[src/rtl/dmem_pkg.sv]
// Shared types, mask encodings and access-legality helper for the data-memory arbiter.
package dmem_pkg;

  typedef enum logic [1:0] {
    IDLE   = 2'd0,
    ACCESS = 2'd1,
    RESP   = 2'd2
  } state_e;

  localparam logic [3:0] MASK_B = 4'b0001;
  localparam logic [3:0] MASK_H = 4'b0011;
  localparam logic [3:0] MASK_W = 4'b1111;

  // Only byte, naturally aligned half and naturally aligned word accesses are legal.
  function automatic logic mask_legal(input logic [3:0] mask, input logic [1:0] addr_lo);
    logic ok;
    case (mask)
      MASK_B:  ok = 1'b1;
      MASK_H:  ok = ~addr_lo[0];
      MASK_W:  ok = (addr_lo == 2'b00);
      default: ok = 1'b0;
    endcase
    return ok;
  endfunction

endpackage

[src/rtl/dmem_arbiter_if.sv]
// Per-requester request/response channel between a memory master and the arbiter.
interface dmem_arbiter_if;
  logic        req_valid;
  logic        req_ready;
  logic        req_we;
  logic [31:0] req_addr;
  logic [31:0] req_wdata;
  logic [3:0]  req_mask;
  logic        rsp_valid;
  logic        rsp_ready;
  logic [31:0] rsp_rdata;
  logic        rsp_err;

  modport master (
    output req_valid, req_we, req_addr, req_wdata, req_mask, rsp_ready,
    input  req_ready, rsp_valid, rsp_rdata, rsp_err
  );

  modport slave (
    input  req_valid, req_we, req_addr, req_wdata, req_mask, rsp_ready,
    output req_ready, rsp_valid, rsp_rdata, rsp_err
  );
endinterface

[src/rtl/dmem_arbiter_rr_arb2.sv]
// Combinational two-way arbiter: round-robin on last_grant, or m0-first when fixed_prio is set.
module rr_arb2 (
  input  logic [1:0] req,
  input  logic       last_grant,
  input  logic       fixed_prio,
  output logic [1:0] gnt,
  output logic       gnt_idx
);

  always_comb begin
    gnt     = 2'b00;
    gnt_idx = 1'b0;
    if (req == 2'b11) begin
      if (fixed_prio || last_grant) begin
        gnt     = 2'b01;
        gnt_idx = 1'b0;
      end else begin
        gnt     = 2'b10;
        gnt_idx = 1'b1;
      end
    end else if (req[0]) begin
      gnt     = 2'b01;
      gnt_idx = 1'b0;
    end else if (req[1]) begin
      gnt     = 2'b10;
      gnt_idx = 1'b1;
    end
  end

endmodule

[src/rtl/dmem_arbiter.sv]
// Shares a single-port data memory between two masters through an IDLE->ACCESS->RESP sequence,
// rejecting misaligned, badly masked or out-of-range accesses before they reach memory.
module dmem_arbiter
  import dmem_pkg::*;
#(
  parameter int ADDR_W     = 12,
  parameter bit FIXED_PRIO = 1'b0
) (
  input  logic        clk,
  input  logic        rst_n,
  dmem_arbiter_if.slave m0,
  dmem_arbiter_if.slave m1,
  output logic        mem_ce,
  output logic        mem_we,
  output logic        mem_rd,
  output logic [31:0] mem_addr,
  output logic [31:0] mem_wdata,
  output logic [3:0]  mem_wmask,
  output logic [3:0]  mem_rmask,
  input  logic [31:0] mem_rdata
);

  state_e      state_q, state_d;
  logic        last_grant_q, last_grant_d;
  logic        gnt_q, gnt_d;
  logic        we_q, we_d;
  logic        err_q, err_d;
  logic [31:0] addr_q, addr_d;
  logic [31:0] wdata_q, wdata_d;
  logic [3:0]  mask_q, mask_d;
  logic [31:0] rdata_q, rdata_d;

  logic [1:0]  arb_gnt;
  logic        arb_idx;
  logic        sel_we;
  logic [31:0] sel_addr;
  logic [31:0] sel_wdata;
  logic [3:0]  sel_mask;
  logic        sel_legal;
  logic        sel_rsp_ready;

  rr_arb2 u_arb (
    .req        ({m1.req_valid, m0.req_valid}),
    .last_grant (last_grant_q),
    .fixed_prio (FIXED_PRIO),
    .gnt        (arb_gnt),
    .gnt_idx    (arb_idx)
  );

  assign sel_we        = arb_idx ? m1.req_we    : m0.req_we;
  assign sel_addr      = arb_idx ? m1.req_addr  : m0.req_addr;
  assign sel_wdata     = arb_idx ? m1.req_wdata : m0.req_wdata;
  assign sel_mask      = arb_idx ? m1.req_mask  : m0.req_mask;
  assign sel_legal     = mask_legal(sel_mask, sel_addr[1:0]) && ((sel_addr >> ADDR_W) == 32'd0);
  assign sel_rsp_ready = gnt_q ? m1.rsp_ready : m0.rsp_ready;

  assign m0.req_ready = (state_q == IDLE) && arb_gnt[0];
  assign m1.req_ready = (state_q == IDLE) && arb_gnt[1];
  assign m0.rsp_valid = (state_q == RESP) && !gnt_q;
  assign m1.rsp_valid = (state_q == RESP) &&  gnt_q;
  assign m0.rsp_rdata = m0.rsp_valid ? rdata_q : 32'd0;
  assign m1.rsp_rdata = m1.rsp_valid ? rdata_q : 32'd0;
  assign m0.rsp_err   = m0.rsp_valid && err_q;
  assign m1.rsp_err   = m1.rsp_valid && err_q;

  always_comb begin
    state_d      = state_q;
    last_grant_d = last_grant_q;
    gnt_d        = gnt_q;
    we_d         = we_q;
    err_d        = err_q;
    addr_d       = addr_q;
    wdata_d      = wdata_q;
    mask_d       = mask_q;
    rdata_d      = rdata_q;
    mem_ce       = 1'b0;
    mem_we       = 1'b0;
    mem_rd       = 1'b0;
    mem_addr     = 32'd0;
    mem_wdata    = 32'd0;
    mem_wmask    = 4'd0;
    mem_rmask    = 4'd0;

    case (state_q)
      IDLE: begin
        if (|arb_gnt) begin
          gnt_d        = arb_idx;
          last_grant_d = arb_idx;
          we_d         = sel_we;
          addr_d       = sel_addr;
          wdata_d      = sel_wdata;
          mask_d       = sel_mask;
          rdata_d      = 32'd0;
          err_d        = ~sel_legal;
          // Illegal requests skip the memory cycle entirely and answer with an error.
          state_d      = sel_legal ? ACCESS : RESP;
        end
      end
      ACCESS: begin
        mem_ce    = 1'b1;
        mem_we    = we_q;
        mem_rd    = ~we_q;
        mem_addr  = addr_q;
        mem_wdata = wdata_q;
        mem_wmask = we_q ? mask_q : 4'd0;
        mem_rmask = we_q ? 4'd0 : mask_q;
        rdata_d   = we_q ? 32'd0 : mem_rdata;
        state_d   = RESP;
      end
      RESP: begin
        if (sel_rsp_ready) state_d = IDLE;
      end
      default: state_d = IDLE;
    endcase
  end

  always_ff @(posedge clk or negedge rst_n) begin
    if (!rst_n) begin
      state_q      <= IDLE;
      last_grant_q <= 1'b1;
      gnt_q        <= 1'b0;
      we_q         <= 1'b0;
      err_q        <= 1'b0;
    end else begin
      state_q      <= state_d;
      last_grant_q <= last_grant_d;
      gnt_q        <= gnt_d;
      we_q         <= we_d;
      err_q        <= err_d;
    end
  end

  // Payload registers are only observed through state-gated outputs, so they carry no reset.
  always_ff @(posedge clk) begin
    addr_q  <= addr_d;
    wdata_q <= wdata_d;
    mask_q  <= mask_d;
    rdata_q <= rdata_d;
  end

endmodule

[src/flat_wrapper.sv]
// flat-port wrapper written by rule: the top's interface ports become plain ports
module dmem_arbiter_flat import dmem_pkg::*;
#(
  parameter int ADDR_W     = 12,
  parameter bit FIXED_PRIO = 1'b0
)
  (clk, rst_n, mem_ce, mem_we, mem_rd, mem_addr, mem_wdata, mem_wmask, mem_rmask, mem_rdata, m0_req_valid, m0_req_we, m0_req_addr, m0_req_wdata, m0_req_mask, m0_rsp_ready, m0_req_ready, m0_rsp_valid, m0_rsp_rdata, m0_rsp_err, m1_req_valid, m1_req_we, m1_req_addr, m1_req_wdata, m1_req_mask, m1_rsp_ready, m1_req_ready, m1_rsp_valid, m1_rsp_rdata, m1_rsp_err);
  dmem_arbiter_if m0_i ();
  dmem_arbiter_if m1_i ();
  input  logic clk;
  input  logic rst_n;
  output logic mem_ce;
  output logic mem_we;
  output logic mem_rd;
  output logic [31:0] mem_addr;
  output logic [31:0] mem_wdata;
  output logic [3:0] mem_wmask;
  output logic [3:0] mem_rmask;
  input  logic [31:0] mem_rdata;
  input wire logic [$bits(m0_i.req_valid)-1:0] m0_req_valid;
  input wire logic [$bits(m0_i.req_we)-1:0] m0_req_we;
  input wire logic [$bits(m0_i.req_addr)-1:0] m0_req_addr;
  input wire logic [$bits(m0_i.req_wdata)-1:0] m0_req_wdata;
  input wire logic [$bits(m0_i.req_mask)-1:0] m0_req_mask;
  input wire logic [$bits(m0_i.rsp_ready)-1:0] m0_rsp_ready;
  output wire logic [$bits(m0_i.req_ready)-1:0] m0_req_ready;
  output wire logic [$bits(m0_i.rsp_valid)-1:0] m0_rsp_valid;
  output wire logic [$bits(m0_i.rsp_rdata)-1:0] m0_rsp_rdata;
  output wire logic [$bits(m0_i.rsp_err)-1:0] m0_rsp_err;
  input wire logic [$bits(m1_i.req_valid)-1:0] m1_req_valid;
  input wire logic [$bits(m1_i.req_we)-1:0] m1_req_we;
  input wire logic [$bits(m1_i.req_addr)-1:0] m1_req_addr;
  input wire logic [$bits(m1_i.req_wdata)-1:0] m1_req_wdata;
  input wire logic [$bits(m1_i.req_mask)-1:0] m1_req_mask;
  input wire logic [$bits(m1_i.rsp_ready)-1:0] m1_rsp_ready;
  output wire logic [$bits(m1_i.req_ready)-1:0] m1_req_ready;
  output wire logic [$bits(m1_i.rsp_valid)-1:0] m1_rsp_valid;
  output wire logic [$bits(m1_i.rsp_rdata)-1:0] m1_rsp_rdata;
  output wire logic [$bits(m1_i.rsp_err)-1:0] m1_rsp_err;
  assign m0_i.req_valid = m0_req_valid;
  assign m0_i.req_we = m0_req_we;
  assign m0_i.req_addr = m0_req_addr;
  assign m0_i.req_wdata = m0_req_wdata;
  assign m0_i.req_mask = m0_req_mask;
  assign m0_i.rsp_ready = m0_rsp_ready;
  assign m0_req_ready = m0_i.req_ready;
  assign m0_rsp_valid = m0_i.rsp_valid;
  assign m0_rsp_rdata = m0_i.rsp_rdata;
  assign m0_rsp_err = m0_i.rsp_err;
  assign m1_i.req_valid = m1_req_valid;
  assign m1_i.req_we = m1_req_we;
  assign m1_i.req_addr = m1_req_addr;
  assign m1_i.req_wdata = m1_req_wdata;
  assign m1_i.req_mask = m1_req_mask;
  assign m1_i.rsp_ready = m1_rsp_ready;
  assign m1_req_ready = m1_i.req_ready;
  assign m1_rsp_valid = m1_i.rsp_valid;
  assign m1_rsp_rdata = m1_i.rsp_rdata;
  assign m1_rsp_err = m1_i.rsp_err;
  dmem_arbiter #(.ADDR_W(ADDR_W), .FIXED_PRIO(FIXED_PRIO)) u_core (.clk(clk), .rst_n(rst_n), .m0(m0_i), .m1(m1_i), .mem_ce(mem_ce), .mem_we(mem_we), .mem_rd(mem_rd), .mem_addr(mem_addr), .mem_wdata(mem_wdata), .mem_wmask(mem_wmask), .mem_rmask(mem_rmask), .mem_rdata(mem_rdata));
endmodule
[config.mk]
export PLATFORM = sky130hd
export DESIGN_NAME = dmem_arbiter_flat
export DESIGN_NICKNAME = d
export VERILOG_FILES = /design/src/rtl/dmem_pkg.sv /design/src/rtl/dmem_arbiter_if.sv /design/src/rtl/dmem_arbiter_rr_arb2.sv /design/src/rtl/dmem_arbiter.sv /design/src/flat_wrapper.sv
export SDC_FILE = /design/constraint.sdc
export NUM_CORES = 1
export LEC_CHECK = 0
export BUFFER_PORTS_ARGS = -buffer_cell sky130_fd_sc_hd__buf_2
export CAP_MARGIN = 20
export CORE_UTILIZATION = 35
export CTS_BUF_LIST = sky130_fd_sc_hd__clkbuf_2
export DETAILED_ROUTE_END_ITERATION = 6
export GPL_TIMING_DRIVEN = 0
export PLACE_DENSITY = 0.69
export RECOVER_POWER = 25
export SYNTH_ARGS = -nofsm -noshare
export SYNTH_HDL_FRONTEND = slang
export SYNTH_HIERARCHICAL = 1
export SYNTH_SLANG_ARGS = --single-unit
[constraint.sdc]
create_clock -name clk -period 3.15 [get_ports clk]
set_input_delay 0.315 -clock clk [delete_from_list [all_inputs] [get_ports clk]]
set_output_delay 0.315 -clock clk [all_outputs]
set_load 0.01 [all_outputs]
==> results of run 1 <==
## power by group
group	switching (mW)	leakage, nW	internal [mW]
combinational	0.776	3.12	0.754
clock	0.469	0.0736	0.259
sequential	0.139	1.03	2.01
total	1.38	4.23	3.02
## per-stage QoR
step | hold slack [ps] | total power, mW | instance area (um^2) | worst slack, ps
floorplan | 19.4 | 2.88 | 5480 | 122
global placement | 147 | 3.44 | 7310 | -713
detailed placement | 146 | 3.47 | 7350 | 870
CTS | 23.9 | 4.42 | 9170 | 101
global route | 18.5 | 4.64 | 9170 | 223
finish | 96.1 | 4.41 | 9170 | 417
## sequential cells by signal, summed over array words and instances, names as in the netlist
register,flops
u_core/last_grant_q,1
u_core/rdata_q,32
u_core/mask_q,4
u_core/state_q,2
u_core/wdata_q,32
u_core/gnt_q,1
u_core/we_q,1
u_core/addr_q,32
u_core/err_q,1
## cell families after synthesis
group	after synthesis
flops	106
buf+inv	28
mux	72
other cells	1
compound gates	11
simple gates	207
## area by class of cell
class / instances / area [um^2] / area share (%)
inverter: 1 / 3.75 / 0.0410
sequential: 106 / 3150 / 34.4
clock buffer: 9 / 45.0 / 0.491
tap: 188 / 235 / 2.57
timing repair buffer: 489 / 3310 / 36.1
multi-input combinational: 292 / 2190 / 23.9
buffer: 27 / 131 / 1.43
clock inverter: 7 / 91.3 / 0.997
## metal layers
metal  global-route usage [%]  part of all wire [%]  up-vias
met5                        0                     0        -
met4                     11.1                   3.3        0
met3                     4.61                   6.3       43
met2                     45.5                    54      256
met1                     23.2                    36     2372
li1                         -                     -     2485
## cells in the final DEF (no fill, tap or decap), drive strengths merged, types with 4 or more instances in the layout
cell type    count
a31oi            4
and2           170
and3             6
buf            332
clkbuf          25
dfrtp            5
dlygate4sd3    168
edfxtp         100
mux2            70
nor2             8
nor3             5
nor4             7
## worst max-delay path: stages, from the launching register on
cell and delay (ps):
dfstp_1 620, nor2_1 50, a21boi_0 300, o21a_1 1040
buf_16 330, mux2_2 370
## repair_timing
action | in CTS | in global routing
setup endpoints to repair | 0 | 3
endpoints found under the hold margin | 105 | 0
hold buffers | 168 | 0
gates resized for setup | 0 | 1
## worst max-delay path by stage
stage	startpoint	end	slack [ps]	cells after the start
after global routing	u_core/state_q[0]	mem_wmask[3]	220	5
after floorplan	u_core/last_grant_q	u_core/gnt_q	120	4
after global placement	u_core/last_grant_q	u_core/err_q	-710	5
after CTS	u_core/state_q[0]	mem_wmask[3]	100	5
final	u_core/last_grant_q	u_core/last_grant_q	420	5
after detailed placement	u_core/state_q[1]	mem_wmask[3]	870	4
==> impl_metrics.json, run 1 <==
{
  "status": "finished clean",
  "synth_top_area_share_pct": 54.9,
  "wl_per_cell_um": 16.8,
  "synth_top_family_by_area": "simple AND/OR/NAND/NOR gates",
  "place.gp.congestion": 0.839,
  "reg2reg_from": "u_core/last_grant_q",
  "diodes": 0,
  "drc": 0,
  "drtAntennaViolNets": 0,
  "reg2regPathDepth": 5,
  "max_freq_ghz": 0.366,
  "max_slew_margin_pct": 15.0,
  "synth_area_leaders": "edfxtp_1, and2_1, mux2_2",
  "worstSetupEndpointType": "register",
  "avgSynthCellArea_um2": 12.9,
  "tns_ps": 0,
  "fin_crit_sh_pct": 86.8,
  "p_leak_nw": 4.23,
  "synth_commonest_cells": "and2_1, edfxtp_1, mux2_2",
  "clock_skew_ps": 29.6,
  "synth_seq_cells": 106,
  "synthArstFlopShare_pct": 5.66,
  "ys_seq_area_share_pct": 57.6,
  "start_kind": "register",
  "instances_no_fill": 1119,
  "cts_tree": "yes",
  "power_density_mw_per_mm2": 481,
  "worstPathMaxFanout": 49,
  "grt_overflow": 0,
  "synth_cell_types": 34,
  "crit_type": "reg2reg",
  "synth_edf_count": 100,
  "synth_compound_area_share_pct": 1.37,
  "hold_path_depth": 2,
  "regToRegSetupSlack_ps": 420,
  "crit_required_ps": 3730,
  "dp_hpwl_um": 12600,
  "finalMaxSlewViolations": 0,
  "synth_area_mm2": 0.00547,
  "start_util_pct": 36.0,
  "holdCritPathClass": "in2reg",
  "yosys_warnings": 6,
  "dieArea_mm2": 0.0161,
  "cts_buffers": 9,
  "fill_cells": 1220,
  "hp-start": "m0_req_addr[1]",
  "r2r_end": "u_core/last_grant_q",
  "cap_violations": 0,
  "dr.pass1.iters": 4,
  "postSynthCellCount": 425,
  "rows": 45,
  "track_usage_pct": 23.2,
  "die_x_um": 127,
  "drtIter0Drc": 144,
  "drive_gt1_share_pct": 45.4,
  "viasPerCell": 4.61,
  "cts.clk_slew.worst_paths_ps": 290,
  "synth_xor_area_share_pct": 0,
  "setup_viol": 0,
  "synth_adder_area_share_pct": 0,
  "grt_max_degree": 50,
  "yosys.area_share.simple_pct": 23.6,
  "syn2layout_area_growth_pct": 67.5,
  "vias": 5156,
  "final_nets": 1102,
  "core_area_mm2": 0.0152,
  "cts.sinks": 106,
  "worst_skew_pair.late_latency_ps": 600,
  "grt_pass1_vias": 5366,
  "arrival_ps": 3320,
  "ir_drop_v": 0.000268,
  "post_cts_buffers": 0,
  "hold_viol": 0,
  "cts_root_buf": "clkbuf_2",
  "dpl.cell_count": 935,
  "grt_pass1_wl_um": 27800,
  "yosysMostFrequentCell": "and2_1",
  "cts_buffer_depth": 2,
  "worstMarginPinSlew_ps": 1270,
  "finalWirelength_um": 18800,
  "fin_crit_ps": 2730,
  "antenna_found_initial": 0,
  "muxShareOfSynthArea_pct": 14.8,
  "synth_top_flop_cell": "edfxtp_1",
  "die_h_um": 127,
  "io_buffers": 320,
  "io_pins": 321,
  "synth_top_cell_by_area": "edfxtp_1",
  "hold_end": "u_core/addr_q[1]",
  "finalCoreUtilization_pct": 60.3,
  "h-tree-depth": 3,
  "rsz0062_at_grt": "no"
}
No activity file was read; power rests on OpenSTA's default activity.
==> run 2: changes to the inputs <==
Settings changed: CORE_ASPECT_RATIO set to 1.5.
==> run 2 against run 1 <==
Against the previous run: power down 2.3%; global-route usage down 0.91 points; critical endpoint is now mem_addr[19]; critical path type is now reg2out; clock power down 11%.
==> impl_metrics.json, run 2 (synthesized netlist as in run 1, its figures left out) <==
{
  "max_slew_margin_pct": 32.1,
  "io_pins": 321,
  "fin_crit_ps": 2810,
  "cts_tree": "yes",
  "drive_gt1_share_pct": 45.7,
  "finalMaxSlewViolations": 0,
  "die_x_um": 104,
  "worstSetupEndpointType": "output pin",
  "dp_hpwl_um": 13100,
  "ir_drop_v": 0.000251,
  "hp-start": "m1_req_addr[25]",
  "tns_ps": 0,
  "cts_root_buf": "clkbuf_2",
  "cap_violations": 0,
  "largestRegisters": "u_core/addr_q (32), u_core/rdata_q (32), u_core/wdata_q (32)",
  "fill_cells": 1248,
  "fin_area_mm2": 0.00910,
  "arrival_ps": 2500,
  "hold_end": "u_core/addr_q[25]",
  "cts_buffers": 9,
  "grt_pass1_wl_um": 27000,
  "final_common_cell": "buf_2",
  "grt_max_degree": 55,
  "grt_pass1_vias": 5173,
  "placedInstanceArea_mm2": 0.00737,
  "power_density_mw_per_mm2": 473,
  "rows": 55,
  "syn2layout_area_growth_pct": 66.3,
  "crit_type": "reg2out",
  "drc": 0,
  "holdCritPathClass": "in2reg",
  "final_nets": 1096,
  "r2r_end": "u_core/addr_q[10]",
  "reg2reg_from": "u_core/last_grant_q",
  "h-tree-depth": 3,
  "dieArea_mm2": 0.0161,
  "cts.clk_slew.worst_paths_ps": 290,
  "die_h_um": 155,
  "clock_skew_ps": 45.8,
  "worstPathMaxFanout": 10,
  "finalWirelength_um": 19100,
  "worstMarginPinSlew_ps": 1020,
  "grt_overflow": 0,
  "drtAntennaViolNets": 0,
  "cts_buffer_depth": 2,
  "place.gp.congestion": 0.829,
  "vias": 5250,
  "worst_skew_pair.late_latency_ps": 570,
  "final_cell_mix": "buf_2, dlygate4sd3_1, and2_1",
  "max_freq_ghz": 0.355,
  "cts-resized-gates": 0,
  "core_area_mm2": 0.0152,
  "viasPerCell": 4.67,
  "crit_required_ps": 2830,
  "status": "finished clean",
  "antenna_found_initial": 2,
  "dr.pass1.iters": 4,
  "start_kind": "register",
  "track_usage_pct": 22.3,
  "fin_crit_sh_pct": 89.3,
  "rsz0062_at_grt": "no",
  "io_buffers": 320,
  "hold_path_depth": 2,
  "hold_viol": 0,
  "post_cts_buffers": 0,
  "setup_viol": 0,
  "cts.sinks": 106,
  "drtIter0Drc": 218,
  "regToRegSetupSlack_ps": 420,
  "start_util_pct": 36.0,
  "wl_per_cell_um": 17.0,
  "p_leak_nw": 4.19,
  "reg2regPathDepth": 7
}
## run 2: cell count changes in the layout (fill, tap and decap cells not counted), sizes merged
| cell | delta |
|---|---|
| buf | -1 |
| bufinv | -1 |
| clkbuf | +2 |
| clkinv | -1 |
| diode | +2 |
| dlygate4sd3 | -6 |
## run 2: routing by layer
layer	GRT usage, %	vias up	routed length, um
met4	7.01	0	566
met1	22.2	2428	6710
met3	5.61	33	1470
met2	44.4	314	10400
met5	0	-	0
li1	-	2475	-
## run 2: final cells by class
type | count | area, um^2 | share of cell area, %
clock buffer | 10 | 50.0 | 0.550
clock inverter | 5 | 65.1 | 0.715
antenna | 2 | 5.00 | 0.0550
timing repair buffer | 483 | 3250 | 35.7
inverter | 1 | 3.75 | 0.0413
sequential | 106 | 3150 | 34.7
multi-input combinational | 292 | 2190 | 24.1
buffer | 27 | 130 | 1.43
tap | 199 | 249 | 2.74
## run 2: how the worst max path moves through the flow
stage          slack, ps                start           endpoint
2_1_floorplan        120  u_core/last_grant_q       u_core/gnt_q
5_1_grt               80    u_core/state_q[0]       mem_addr[19]
3_3_place_gp        -710  u_core/last_grant_q  u_core/state_q[0]
4_1_cts              180    u_core/state_q[0]       mem_addr[19]
3_5_place_dp         880    u_core/state_q[0]       mem_addr[19]
6_report             340    u_core/state_q[0]       mem_addr[19]
## run 2: timing repair
item,in CTS,in global routing
endpoints found under the setup margin,0,0
hold buffers,124,38
endpoints found under the hold margin,86,25
## run 2: worst max-delay path, cell delays in order, from the launching register on
cell	delay [ps]
dfrtp_1	510
inv_2	90
nor2_1	470
clkbuf_1	490
and2_1	220
buf_2	160
## run 2: where the power goes
group	internal [mW]	total (mW)	switching [mW]
Clock	0.188	0.647	0.458
Combinational	0.740	1.52	0.784
Sequential	2.00	2.13	0.127
## run 2: per-stage QoR
stage | power [mW] | worst slack [ps] | utilization [%] | hold WS (ps) | cells
5_1_grt | 4.54 | 81.7 | 59.8 | -16.5 | 1125
3_5_place_dp | 3.46 | 879 | 48.4 | 148 | 946
2_1_floorplan | 2.88 | 122 | - | 19.4 | 426
6_report | 4.30 | 336 | 59.8 | 51.8 | 1125
4_1_cts | 4.26 | 179 | 57.4 | 0.132 | 1085
3_3_place_gp | 3.43 | -707 | 48.2 | 151 | 945
